File: src/rtl/configregpwm_shadow.sv
// configregpwm_shadow
// Double-buffered PWM channel configuration. Writes land in a per-channel shadow
// register; the shadow is promoted to the active register immediately or on a
// carrier event chosen by the shadow's upd_mode, so a running PWM period never sees
// a half-applied mode change. A write that turns PWM off is honoured at once.
//
// Ports
//   clk, rst_n           clock, async active-low reset
//   wr_en/wr_ch/wr_data  single-cycle config write (wr_ch >= NCH is dropped)
//   evt_zero/evt_top     per-channel carrier events (counter at zero / at period)
//   force_upd            promote every pending shadow now
//   rd_ch/rd_shadow      combinational readback select
//   rd_data              {0, pending[rd_ch] @ bit 10, selected reg[9:0]}
//   pending              shadow not yet applied, per channel
//   count_mode .. pwm_onoff  decoded fields of the active register
//
// Word map: [1:0] count_mode, [3:2] mask_mode, [4] pwmclkdiv, [5] dtclkdiv,
//           [6] int, [7] pwm_onoff, [9:8] upd_mode (00 now, 01 zero, 10 top, 11 either)

`ifndef PWMCOUNT_WIDTH
`define PWMCOUNT_WIDTH 16
`endif

module configregpwm_shadow #(
  parameter int NCH       = 4,
  parameter int REG_WIDTH = `PWMCOUNT_WIDTH,
  parameter int CHW       = (NCH > 1) ? $clog2(NCH) : 1
) (
  input  logic                 clk,
  input  logic                 rst_n,
  input  logic                 wr_en,
  input  logic [CHW-1:0]       wr_ch,
  input  logic [REG_WIDTH-1:0] wr_data,
  input  logic [NCH-1:0]       evt_zero,
  input  logic [NCH-1:0]       evt_top,
  input  logic                 force_upd,
  input  logic [CHW-1:0]       rd_ch,
  input  logic                 rd_shadow,
  output logic [REG_WIDTH-1:0] rd_data,
  output logic [NCH-1:0]       pending,
  output logic [NCH-1:0][1:0]  count_mode,
  output logic [NCH-1:0][1:0]  mask_mode,
  output logic [NCH-1:0]       pwmclkdiv_onoff,
  output logic [NCH-1:0]       dtclkdiv_onoff,
  output logic [NCH-1:0]       int_onoff,
  output logic [NCH-1:0]       pwm_onoff
);

  localparam logic [CHW:0] NCH_W = (CHW+1)'(NCH);
  // Pending flag lives at bit 10 when the bus is wide enough to carry it.
  localparam int PBIT = (REG_WIDTH > 10) ? 10 : 9;

  logic [NCH-1:0][9:0] r_shadow;
  logic [NCH-1:0][9:0] r_active;
  logic [NCH-1:0]      r_pending;

  logic                 w_wr_ok;
  logic                 w_rd_ok;
  logic [NCH-1:0]       w_wr_hit;
  logic [NCH-1:0]       w_apply;
  logic [REG_WIDTH-1:0] w_rd_word;
  logic                 w_unused_wr_hi;

  // Bits above 9 of the write word carry no state.
  assign w_unused_wr_hi = ^wr_data;

  assign w_wr_ok = ({1'b0, wr_ch} < NCH_W);
  assign w_rd_ok = ({1'b0, rd_ch} < NCH_W);

  // Event qualification uses the shadow currently held, so a write landing in the
  // same cycle as an event cannot change which shadow gets promoted.
  always_comb begin
    w_wr_hit = '0;
    w_apply  = '0;
    for (int i = 0; i < NCH; i++) begin
      w_wr_hit[i] = wr_en && w_wr_ok && (wr_ch == CHW'(i));
      w_apply[i]  = r_pending[i] &&
                    (force_upd ||
                     (r_shadow[i][8] && evt_zero[i]) ||
                     (r_shadow[i][9] && evt_top[i]));
    end
  end

  always_ff @(posedge clk or negedge rst_n) begin
    if (!rst_n) begin
      r_shadow  <= '0;
      r_active  <= '0;
      r_pending <= '0;
    end else begin
      for (int i = 0; i < NCH; i++) begin
        if (w_apply[i]) begin
          r_active[i]  <= r_shadow[i];
          r_pending[i] <= 1'b0;
        end
        // Later assignments override the promotion above: an immediate write wins,
        // and a pwm-off write always kills the output even if old data was promoted.
        if (w_wr_hit[i]) begin
          r_shadow[i] <= wr_data[9:0];
          if (wr_data[9:8] == 2'b00) begin
            r_active[i]  <= wr_data[9:0];
            r_pending[i] <= 1'b0;
          end else begin
            r_pending[i] <= 1'b1;
            if (!wr_data[7]) r_active[i][7] <= 1'b0;
          end
        end
      end
    end
  end

  always_comb begin
    w_rd_word = '0;
    if (w_rd_ok) begin
      w_rd_word[9:0] = rd_shadow ? r_shadow[rd_ch] : r_active[rd_ch];
      if (REG_WIDTH > 10) w_rd_word[PBIT] = r_pending[rd_ch];
    end
  end

  assign rd_data = w_rd_word;
  assign pending = r_pending;

  always_comb begin
    count_mode      = '0;
    mask_mode       = '0;
    pwmclkdiv_onoff = '0;
    dtclkdiv_onoff  = '0;
    int_onoff       = '0;
    pwm_onoff       = '0;
    for (int i = 0; i < NCH; i++) begin
      count_mode[i]      = r_active[i][1:0];
      mask_mode[i]       = r_active[i][3:2];
      pwmclkdiv_onoff[i] = r_active[i][4];
      dtclkdiv_onoff[i]  = r_active[i][5];
      int_onoff[i]       = r_active[i][6];
      pwm_onoff[i]       = r_active[i][7];
    end
  end

endmodule

File: config.mk
export PLATFORM = sky130hd
export DESIGN_NAME = configregpwm_shadow
export DESIGN_NICKNAME = d
export VERILOG_FILES = /design/src/rtl/configregpwm_shadow.sv
export SDC_FILE = /design/constraint.sdc
export NUM_CORES = 1
export LEC_CHECK = 0
export BUFFER_PORTS_ARGS = -buffer_cell sky130_fd_sc_hd__buf_2
export CAP_MARGIN = 20
export CORE_UTILIZATION = 60
export CTS_CLUSTER_SIZE = 12
export DETAILED_ROUTE_END_ITERATION = 10
export MAX_ROUTING_LAYER = met4
export PLACE_DENSITY_LB_ADDON = 0.12
export SYNTH_ARGS = -nofsm -noshare
export SYNTH_HDL_FRONTEND = slang
export SYNTH_SLANG_ARGS = --single-unit
File: constraint.sdc
create_clock -name clk -period 1.95 [get_ports clk]
set_input_delay 0.0975 -clock clk [delete_from_list [all_inputs] [get_ports clk]]
set_output_delay 0.0975 -clock clk [all_outputs]
set_load 0.01 [all_outputs]
Word-level counts from Yosys, hierarchy flattened
Index checks and enable logic that the tools add are counted.
Word-level totals
  memories: 0
  ROM bits: 0
  memory bits (writable): 0
  latch bits: 0
  register bits: 84
  word-level logic and storage cells: 86
  output and inout bits: 52
Operators by class
  multiplexer cells: 40
  eq/ne operators: 3
  add/sub/neg operators: 0
  reduce and logical (&&, ||, !) cells: 30
  order comparisons: 1
  bitwise gates (word level): 0
  shift-type cells: 0
  $mul: 0
  div/mod/pow operators: 0
Operator list (count)
  $mux 10: 11
  $bmux 10 s2: 2
  $mux 7: 4
  $mux 1: 18
  $logic_and 1x1->1: 16
  $logic_or 1x1->1: 8
  $mux 2: 4
  $reduce_bool 2->1: 4
  $eq 2x2->1 const B: 2
  $logic_not 2->1: 2
  $lt 2x3->1 const B: 1
  $bmux 1 s2: 1
  $eq 2x1->1 const B: 1

Depth between registers and ports, before layout
Gate-level depths: netlist of the first run.
  depth after elaboration: 8
  depth in mapped cells: 5
  depth with buffers taken out: 3

Worst setup path after synthesis of the first run
No wires, ideal clock.
  path type: reg2reg
  start: register r_shadow[38] (netlist bit)
  end: register r_active (netlist bit count_mode[7])
  data arrival time: 1.187 ns
  setup slack: 0.681 ns
  buffers on the path: 1
  data required time: 1.868 ns
  stages on the path, launching flop included: 5
  cells stage by stage: dfrtp_1 -> a221oi_1 -> clkbuf_1 -> o21ai_0 -> a31oi_1
On the way
  cells in the longest elaborated chain, start to end: 7
RTL lines
  start: declaration: RTL line 53  | logic [NCH-1:0][9:0] r_shadow;
  start signal: indexed assignment: RTL line 98  | r_shadow[i] <= wr_data[9:0];
  $logic_and 1x1->1 *: RTL line 79  | (r_shadow[i][8] && evt_zero[i]) ||
  $logic_or 1x1->1 *: RTL line 78  | (force_upd ||
  $logic_or 1x1->1 *: RTL line 79
  $logic_and 1x1->1 *: RTL line 77  | w_apply[i] = r_pending[i] &&
  $mux 10 *: RTL line 91  | if (w_apply[i]) begin
  $mux 7: RTL line 99  | if (wr_data[9:8] == 2'b00) begin
  $mux 10 *: RTL line 97  | if (w_wr_hit[i]) begin
  end signal: indexed assignment: RTL line 92  | r_active[i] <= r_shadow[i];
  end signal: indexed assignment: RTL line 100  | r_active[i] <= wr_data[9:0];
  end: declaration: RTL line 54  | logic [NCH-1:0][9:0] r_active;
Every way passes the cells marked *; elsewhere a longest branch is shown, timed or not.
A chain may end at the register's enable or synchronous reset.

Worst setup path in the final report of the first run
  start: register r_active (netlist bit count_mode[2])
  end: output rd_data[0]
On the way
  cells in the longest elaborated chain, start to end: 3
RTL lines
  $bmux 10 s2: RTL line 114  | w_rd_word[9:0] = rd_shadow ? r_shadow[rd_ch] : r_active[rd_ch];
  $mux 10 (not written as such): RTL line 114
  $mux 10: RTL line 114
  end: declaration: RTL line 39  | output logic [REG_WIDTH-1:0] rd_data,
Every way passes these cells. The select of a mux whose other input is x is not followed.

==> out/qor.csv, run 1 <==
stage,metric,value,unit
power,finalPower,5.155,mW
grt,grt_antenna_before_repair,0,
route,dr.pass1.iters,5,
route,dr_wl_met3,702,um
job,drv_cap,0,
power,p_leak,2.246,nW
route,wl_per_cell,19.65,um
grt,grt_pass1_wl,18.05,mm
place,io_buffers,73,
min_path,hold_depth,3,
die,start_util,0.6330,
timing,timing_max_transition_violations_final,0,
synth,synth_top_area_share,0.4482,
synth,synth_area_per_cell,10.63,sq um
route,ant_nets,0,
layout,finalInstanceArea,5040,sq um
synth,syn_inst,441,
worst_setup_path,critPathCaptureType,primary output,
worst_setup_path,rr_worst_depth,4,
worst_setup_path,crit_arrival,1.71,ns
route,vias_per_cell,6.369,
clock_tree,clock-sinks,84,
timing,min_period,1.806,ns
worst_setup_path,critPathLaunchType,flop,
route,drc,0,
synth,ys_seq_elements,84,
place,dpl_cell_area,4867,sq um
layout,nNetsFinal,501,
route,wl_met2,5.342,mm
timing,hold_viol,0,
min_path,min_path_type,in2reg,
route,vias,3643,
die,dieArea,8173,sq um
worst_setup_path,path_class,reg2out,
timing,tns,0,ns
worst_setup_path,r2r-start,r_shadow[38]$_DFFE_PN0P_,
grt,grt_max_degree,45,
clock_tree,clock_path_buffers,2,
die,die_x,90.41,um
timing,fmax,553.7,MHz
layout,seqCellArea,2102,sq um
clock_tree,cts_tree,done,
layout,multi_input_area,2118,sq um
grt,grt_overflow,0,
worst_setup_path,cp.required,1.85,ns
route,wl_met1,5.076,mm
synth,netlist_top_cells_area,"dfrtp_1, mux4_1, mux2_2",
layout,layout-drive-gt1-share,0.3087,
layout,fill_cells,576,
min_path,hp-start,wr_data[8],
clock_tree,post_cts_buffers,0,
min_path,worstHoldEndpoint,r_shadow[8]$_DFFE_PN0P_,
route,top_layer,met4,
timing,finClkSkew,0.006328,ns
clock_tree,clkLatencyLatePin,0.35,ns
clock_tree,cts_resized,0,
die,row_count,31,
layout,num_antenna_cells,0,
timing,slew_headroom,0.5402,
timing,setup_violations,0,
outcome,outcome,completed,
worst_setup_path,path_max_fanout,3,
route,drt_iter0_markers,191,
die,io-pin-count,85,
synth,synth_area_leader_cell,dfrtp_1,
worst_setup_path,regToRegSetupSlack,0.57,ns
synth,yosysSeqAreaShare,0.4482,
place,gp_congestion,0.8603,
clock_tree,ctsHtreeMaxLevel,3,
synth,synth_cell_types,27,
timing,grt_setup_unrepaired,no,
die,fp.coreArea,7408,sq um
synth,netlist_area,4689,sq um
clock_tree,root_buffer,clkbuf_8,
route,wl,11.24,mm
grt,grt_pass1_vias,3393,
place,dpl.hpwl,8.576,mm
clock_tree,cts-buffers-inserted,9,
grt,track_usage,0.2963,
layout,area_delta_synth_final,7.471,%
synth,synth_warnings,0,
power,vdd_drop_max,549.9,uV
timing,tightest_slew,0.6897,ns
clock_tree,path_clk_slew,0.07,ns
timing,finalCritPeriodShare,0.9262,
worst_setup_path,reg2reg_to,int_onoff[3]$_DFF_PN0_,
power,p_per_area,1023,nW/um^2
die,die_y,90.41,um
logic make-up after synthesis:
kind of cell    after synthesis  synth area share
simple gates                120            0.1206
buf+inv                      83            0.1033
mux                          61            0.2129
compound gates               92            0.1142
flops                        84            0.4482
other cells                   1         0.0007997
stage by stage:
| stage | util | setup WS [ns] | cells | hold slack [ns] |
|---|---|---|---|---|
| 3_5_place_dp | 0.6570 | 0.2746 | 555 | 0.1117 |
| 6_report | 0.6803 | 0.1440 | 572 | 0.02020 |
| 5_1_grt | 0.6803 | 0.1102 | 572 | 0.03106 |
| 4_1_cts | 0.6803 | 0.1400 | 572 | 0.007768 |
| 2_1_floorplan | - | 0.6815 | 445 | -0.1981 |
| 3_3_place_gp | 0.6570 | 0.3226 | 555 | 0.1110 |
report_power, final:
group          internal [mW]  switching [mW]
sequential              2.17           0.426
clock                  0.496           0.572
combinational          0.761           0.732
total                   3.42            1.73
sequential cells by signal, indices dropped and copies added, names as in the netlist:
signal / cells
pending: 4
pwm_onoff: 4
mask_mode: 8
dtclkdiv_onoff: 4
r_shadow: 40
int_onoff: 4
count_mode: 8
r_active: 8
pwmclkdiv_onoff: 4
metal layers:
| layer | GRT usage | vias to the layer above |
|---|---|---|
| li1 | - | 1648 |
| met2 | 0.4548 | 142 |
| met1 | 0.4230 | 1842 |
| met5 | - | - |
| met3 | 0.03199 | 11 |
| met4 | 0.08468 | 0 |
cell type report:
| cell class | count | area share |
|---|---|---|
| sequential | 84 | 0.4171 |
| clock buffer | 14 | 0.03029 |
| timing repair buffer | 91 | 0.1028 |
| tap | 99 | 0.02458 |
| clock inverter | 2 | 0.001986 |
| inverter | 4 | 0.002979 |
| multi-input combinational | 278 | 0.4203 |
cells in the mapped netlist:
library cell / count
dfrtp_1: 84
nand3_1: 41
mux2_2: 40
o21ai_0: 40
buf_4: 37
nand2_1: 33
a31oi_1: 32
nor3_1: 28
clkbuf_1: 27
mux4_1: 20
a21oi_1: 12
nor2_1: 9
buf_2: 7
a221o_1: 4
a221oi_1: 4
inv_1: 4
buf_1: 3
buf_6: 3
clkbuf_2: 2
nand3b_1: 2
or2_1: 2
or2_2: 2
conb_1: 1
mux4_2: 1
nand2b_1: 1
nor3b_1: 1
or3b_2: 1
layout by cell type (no fill, tap or decap), types with 5 or more instances in the layout:
| cell | n |
|---|---|
| dfrtp_1 | 84 |
| buf_2 | 72 |
| nand3_1 | 41 |
| o21ai_0 | 40 |
| mux2_2 | 40 |
| nand2_1 | 33 |
| a31oi_1 | 32 |
| nor3_1 | 28 |
| mux4_1 | 20 |
| buf_4 | 17 |
| a21oi_1 | 12 |
| clkbuf_8 | 10 |
| nor2_1 | 9 |
| conb_1 | 5 |
critical path, stage by stage, from the launching register on:
cell,delay (ns)
dfrtp_1,0.42
mux4_1,0.51
mux2_2,0.29
buf_2,0.14
how the worst max path moves through the flow:
stage,start,to,slack (ns),cells past startpoint
detailed placement,rd_ch[1],rd_data[0],0.27,4
floorplan,r_shadow[38]$_DFFE_PN0P_,count_mode[7]$_DFF_PN0_,0.68,4
global route,r_shadow[19]$_DFFE_PN0P_,rd_data[9],0.11,3
finish,count_mode[2]$_DFF_PN0_,rd_data[0],0.14,3
global placement,rd_ch[1],rd_data[3],0.32,4
CTS,count_mode[2]$_DFF_PN0_,rd_data[0],0.14,3
what timing repair did:
action | in CTS | in global routing
endpoints found under the setup margin | 0 | 0
endpoints found under the hold margin | 40 | 0
hold buffers | 1 | 0
Note: power is estimated with default switching activity, not from simulation.
==> run 2, diff against run 1 <==
Settings changed: CELL_PAD_IN_SITES_DETAIL_PLACEMENT from default to 2, CELL_PAD_IN_SITES_GLOBAL_PLACEMENT from default to 2, CORE_UTILIZATION 60 to 39, CTS_CLUSTER_SIZE 12 to 16, MAX_ROUTING_LAYER met4 to default.
==> run 2 against run 1 <==
  * The flow now finishes with violations (DRC)
  * Total power grew 17%
  * Clock-buffer cell count fell by 1
  * Sequential cell count stayed put
  * Fmax shrank 1.9%
  * Critical endpoint is now rd_data[9]
==> out/qor.csv, run 2 (same netlist as run 1, synthesis figures left out) <==
stage,metric,value,unit,change
outcome,outcome,"finished, violations left",,
outcome,violations,DRC,,
min_path,hold_depth,3,,unchanged
grt,grt_antenna_before_repair,0,,unchanged
power,p_per_area,1148,nW/um^2,+12%
die,row_count,39,,+26%
worst_setup_path,path_max_fanout,5,,+2
worst_setup_path,cp.required,1.85,ns,about the same
timing,finalCritPeriodShare,0.9437,,+0.01752
die,fp.coreArea,11560,sq um,+56%
power,vdd_drop_max,483.1,uV,-12%
die,die_x,111.7,um,+24%
timing,hold_viol,0,,unchanged
grt,grt_pass1_wl,23.27,mm,+29%
die,start_util,0.4055,,-0.2275
worst_setup_path,crit_arrival,1.74,ns,+0.03 ns
power,p_leak,2.311,nW,+2.9%
route,ant_nets,0,,unchanged
clock_tree,cts_tree,done,,
grt,grt_pass1_vias,3794,,+12%
place,gp_congestion,0.8452,,-1.8%
worst_setup_path,rr_worst_depth,3,,-1
job,drv_cap,0,,unchanged
clock_tree,clock_path_buffers,2,,unchanged
route,wl,14.84,mm,+32%
timing,grt_setup_unrepaired,no,,
min_path,min_path_type,in2reg,,
layout,top_register,r_shadow,,
timing,min_period,1.840,ns,+0.03416 ns
place,dpl_cell_area,4915,sq um,+0.98%
die,die_y,111.7,um,+24%
clock_tree,post_cts_buffers,0,,unchanged
place,io_buffers,73,,unchanged
worst_setup_path,critPathLaunchType,flop,,
layout,fill_cells,1200,,+110%
timing,setup_violations,0,,unchanged
layout,nNetsFinal,500,,-0.20%
layout,num_antenna_cells,0,,unchanged
layout,layout-drive-gt1-share,0.3128,,+0.004098
die,io-pin-count,85,,unchanged
timing,tns,0,ns,unchanged
layout,finalInstanceArea,5235,sq um,+3.9%
clock_tree,clock-sinks,84,,unchanged
worst_setup_path,path_class,reg2out,,
timing,fmax,543.4,MHz,-1.9%
layout,largest_reg_flops,40,,unchanged
route,drc,4,,+4
timing,finClkSkew,0.003652,ns,-0.002676 ns
route,drt_iter0_markers,227,,+19%
layout,final_cell_mix,"dfrtp_1, buf_2, nand3_1, o21ai_0, mux2_2",,
layout,area_delta_synth_final,11.63,%,
die,dieArea,12470,sq um,+53%
route,vias_per_cell,5.959,,-6.4%
clock_tree,clkLatencyLatePin,0.34,ns,about the same
timing,slew_headroom,0.6332,,+0.09301
layout,final_common_cell,dfrtp_1,,
clock_tree,cts-buffers-inserted,9,,unchanged
grt,grt_overflow,0,,unchanged
grt,track_usage,0.2501,,-0.04616
route,dr.pass1.iters,7,,+2
worst_setup_path,critPathCaptureType,primary output,,
clock_tree,root_buffer,clkbuf_16,,
worst_setup_path,regToRegSetupSlack,0.49,ns,-0.08 ns
route,wl_per_cell,24.20,um,+23%
clock_tree,ctsHtreeMaxLevel,3,,unchanged
timing,timing_max_transition_violations_final,0,,unchanged
timing,tightest_slew,0.5502,ns,-0.1395 ns
route,vias,3653,,+0.27%
clock_tree,path_clk_slew,0.06,ns,about the same
place,dpl.hpwl,11.01,mm,+28%
grt,grt_max_degree,39,,-13%
-- run 2: cell count changes in the layout (fill, tap and decap cells not counted) --
cell       before  now
clkbuf_16       0    9
clkbuf_8       10    4
bufinv_16       0    1
clkinv_2        2    0
clkbuf_1        4    0
buf_4          17   16
-- run 2: path summary, 6_finish.rpt --
check	start	to
setup / recovery	r_shadow[19]$_DFFE_PN0P_	rd_data[9]
hold / removal	wr_data[9]	r_shadow[9]$_DFFE_PN0P_
setup reg to reg	pending[1]$_DFFE_PN0P_	mask_mode[2]$_DFF_PN0_
hold reg to reg	r_shadow[22]$_DFFE_PN0P_	r_shadow[22]$_DFFE_PN0P_
max in group asynchronous	rst_n	r_shadow[17]$_DFFE_PN0P_
min in group asynchronous	rst_n	r_shadow[18]$_DFFE_PN0P_
-- run 2: per-stage QoR --
step | worst slack, ns | hold WS [ns] | cells | power, mW | util
after floorplan | 0.6815 | -0.1981 | 445 | 3.708 | -
after global placement | 0.3034 | 0.09842 | 598 | 4.089 | 0.4250
after detailed placement | 0.2220 | 0.1101 | 598 | 4.205 | 0.4250
after CTS | 0.1021 | 0.02010 | 613 | 6.051 | 0.4527
after global routing | 0.05222 | 0.04247 | 613 | 6.261 | 0.4527
final | 0.1098 | 0.02575 | 613 | 6.012 | 0.4527
-- run 2: critical path, stage by stage, from the launching register on --
cell and delay, ns:
dfrtp_1 0.45, mux4_1 0.52, mux2_2 0.28, buf_2 0.15
-- run 2: where the power goes --
group,internal (mW),switching (mW),leakage [nW]
Combinational,0.760,0.793,1.13
Sequential,2.17,0.468,1.03
Clock,1.12,0.702,0.154
-- run 2: cell type report --
cell class | count | area [sq um] | share of cell area
sequential | 84 | 2102 | 0.4015
multi-input combinational | 278 | 2118 | 0.4046
tap | 143 | 178.9 | 0.03418
clock inverter | 1 | 30.03 | 0.005736
inverter | 4 | 15.01 | 0.002868
timing repair buffer | 90 | 510.5 | 0.09751
clock buffer | 13 | 280.3 | 0.05354
-- run 2: timing repair --
action                                 in CTS  in global routing
resized for setup                           0                  0
hold buffers                                1                  0
endpoints found under the hold margin      33                  0
-- run 2: per-layer routing --
metal / vias up / global-route usage / part of all wire
met4: 0 / 0.08288 / 0.013
met2: 70 / 0.4062 / 0.48
met5: - / 0 / 0
li1: 1646 / - / -
met1: 1926 / 0.3491 / 0.48
met3: 11 / 0.02831 / 0.030
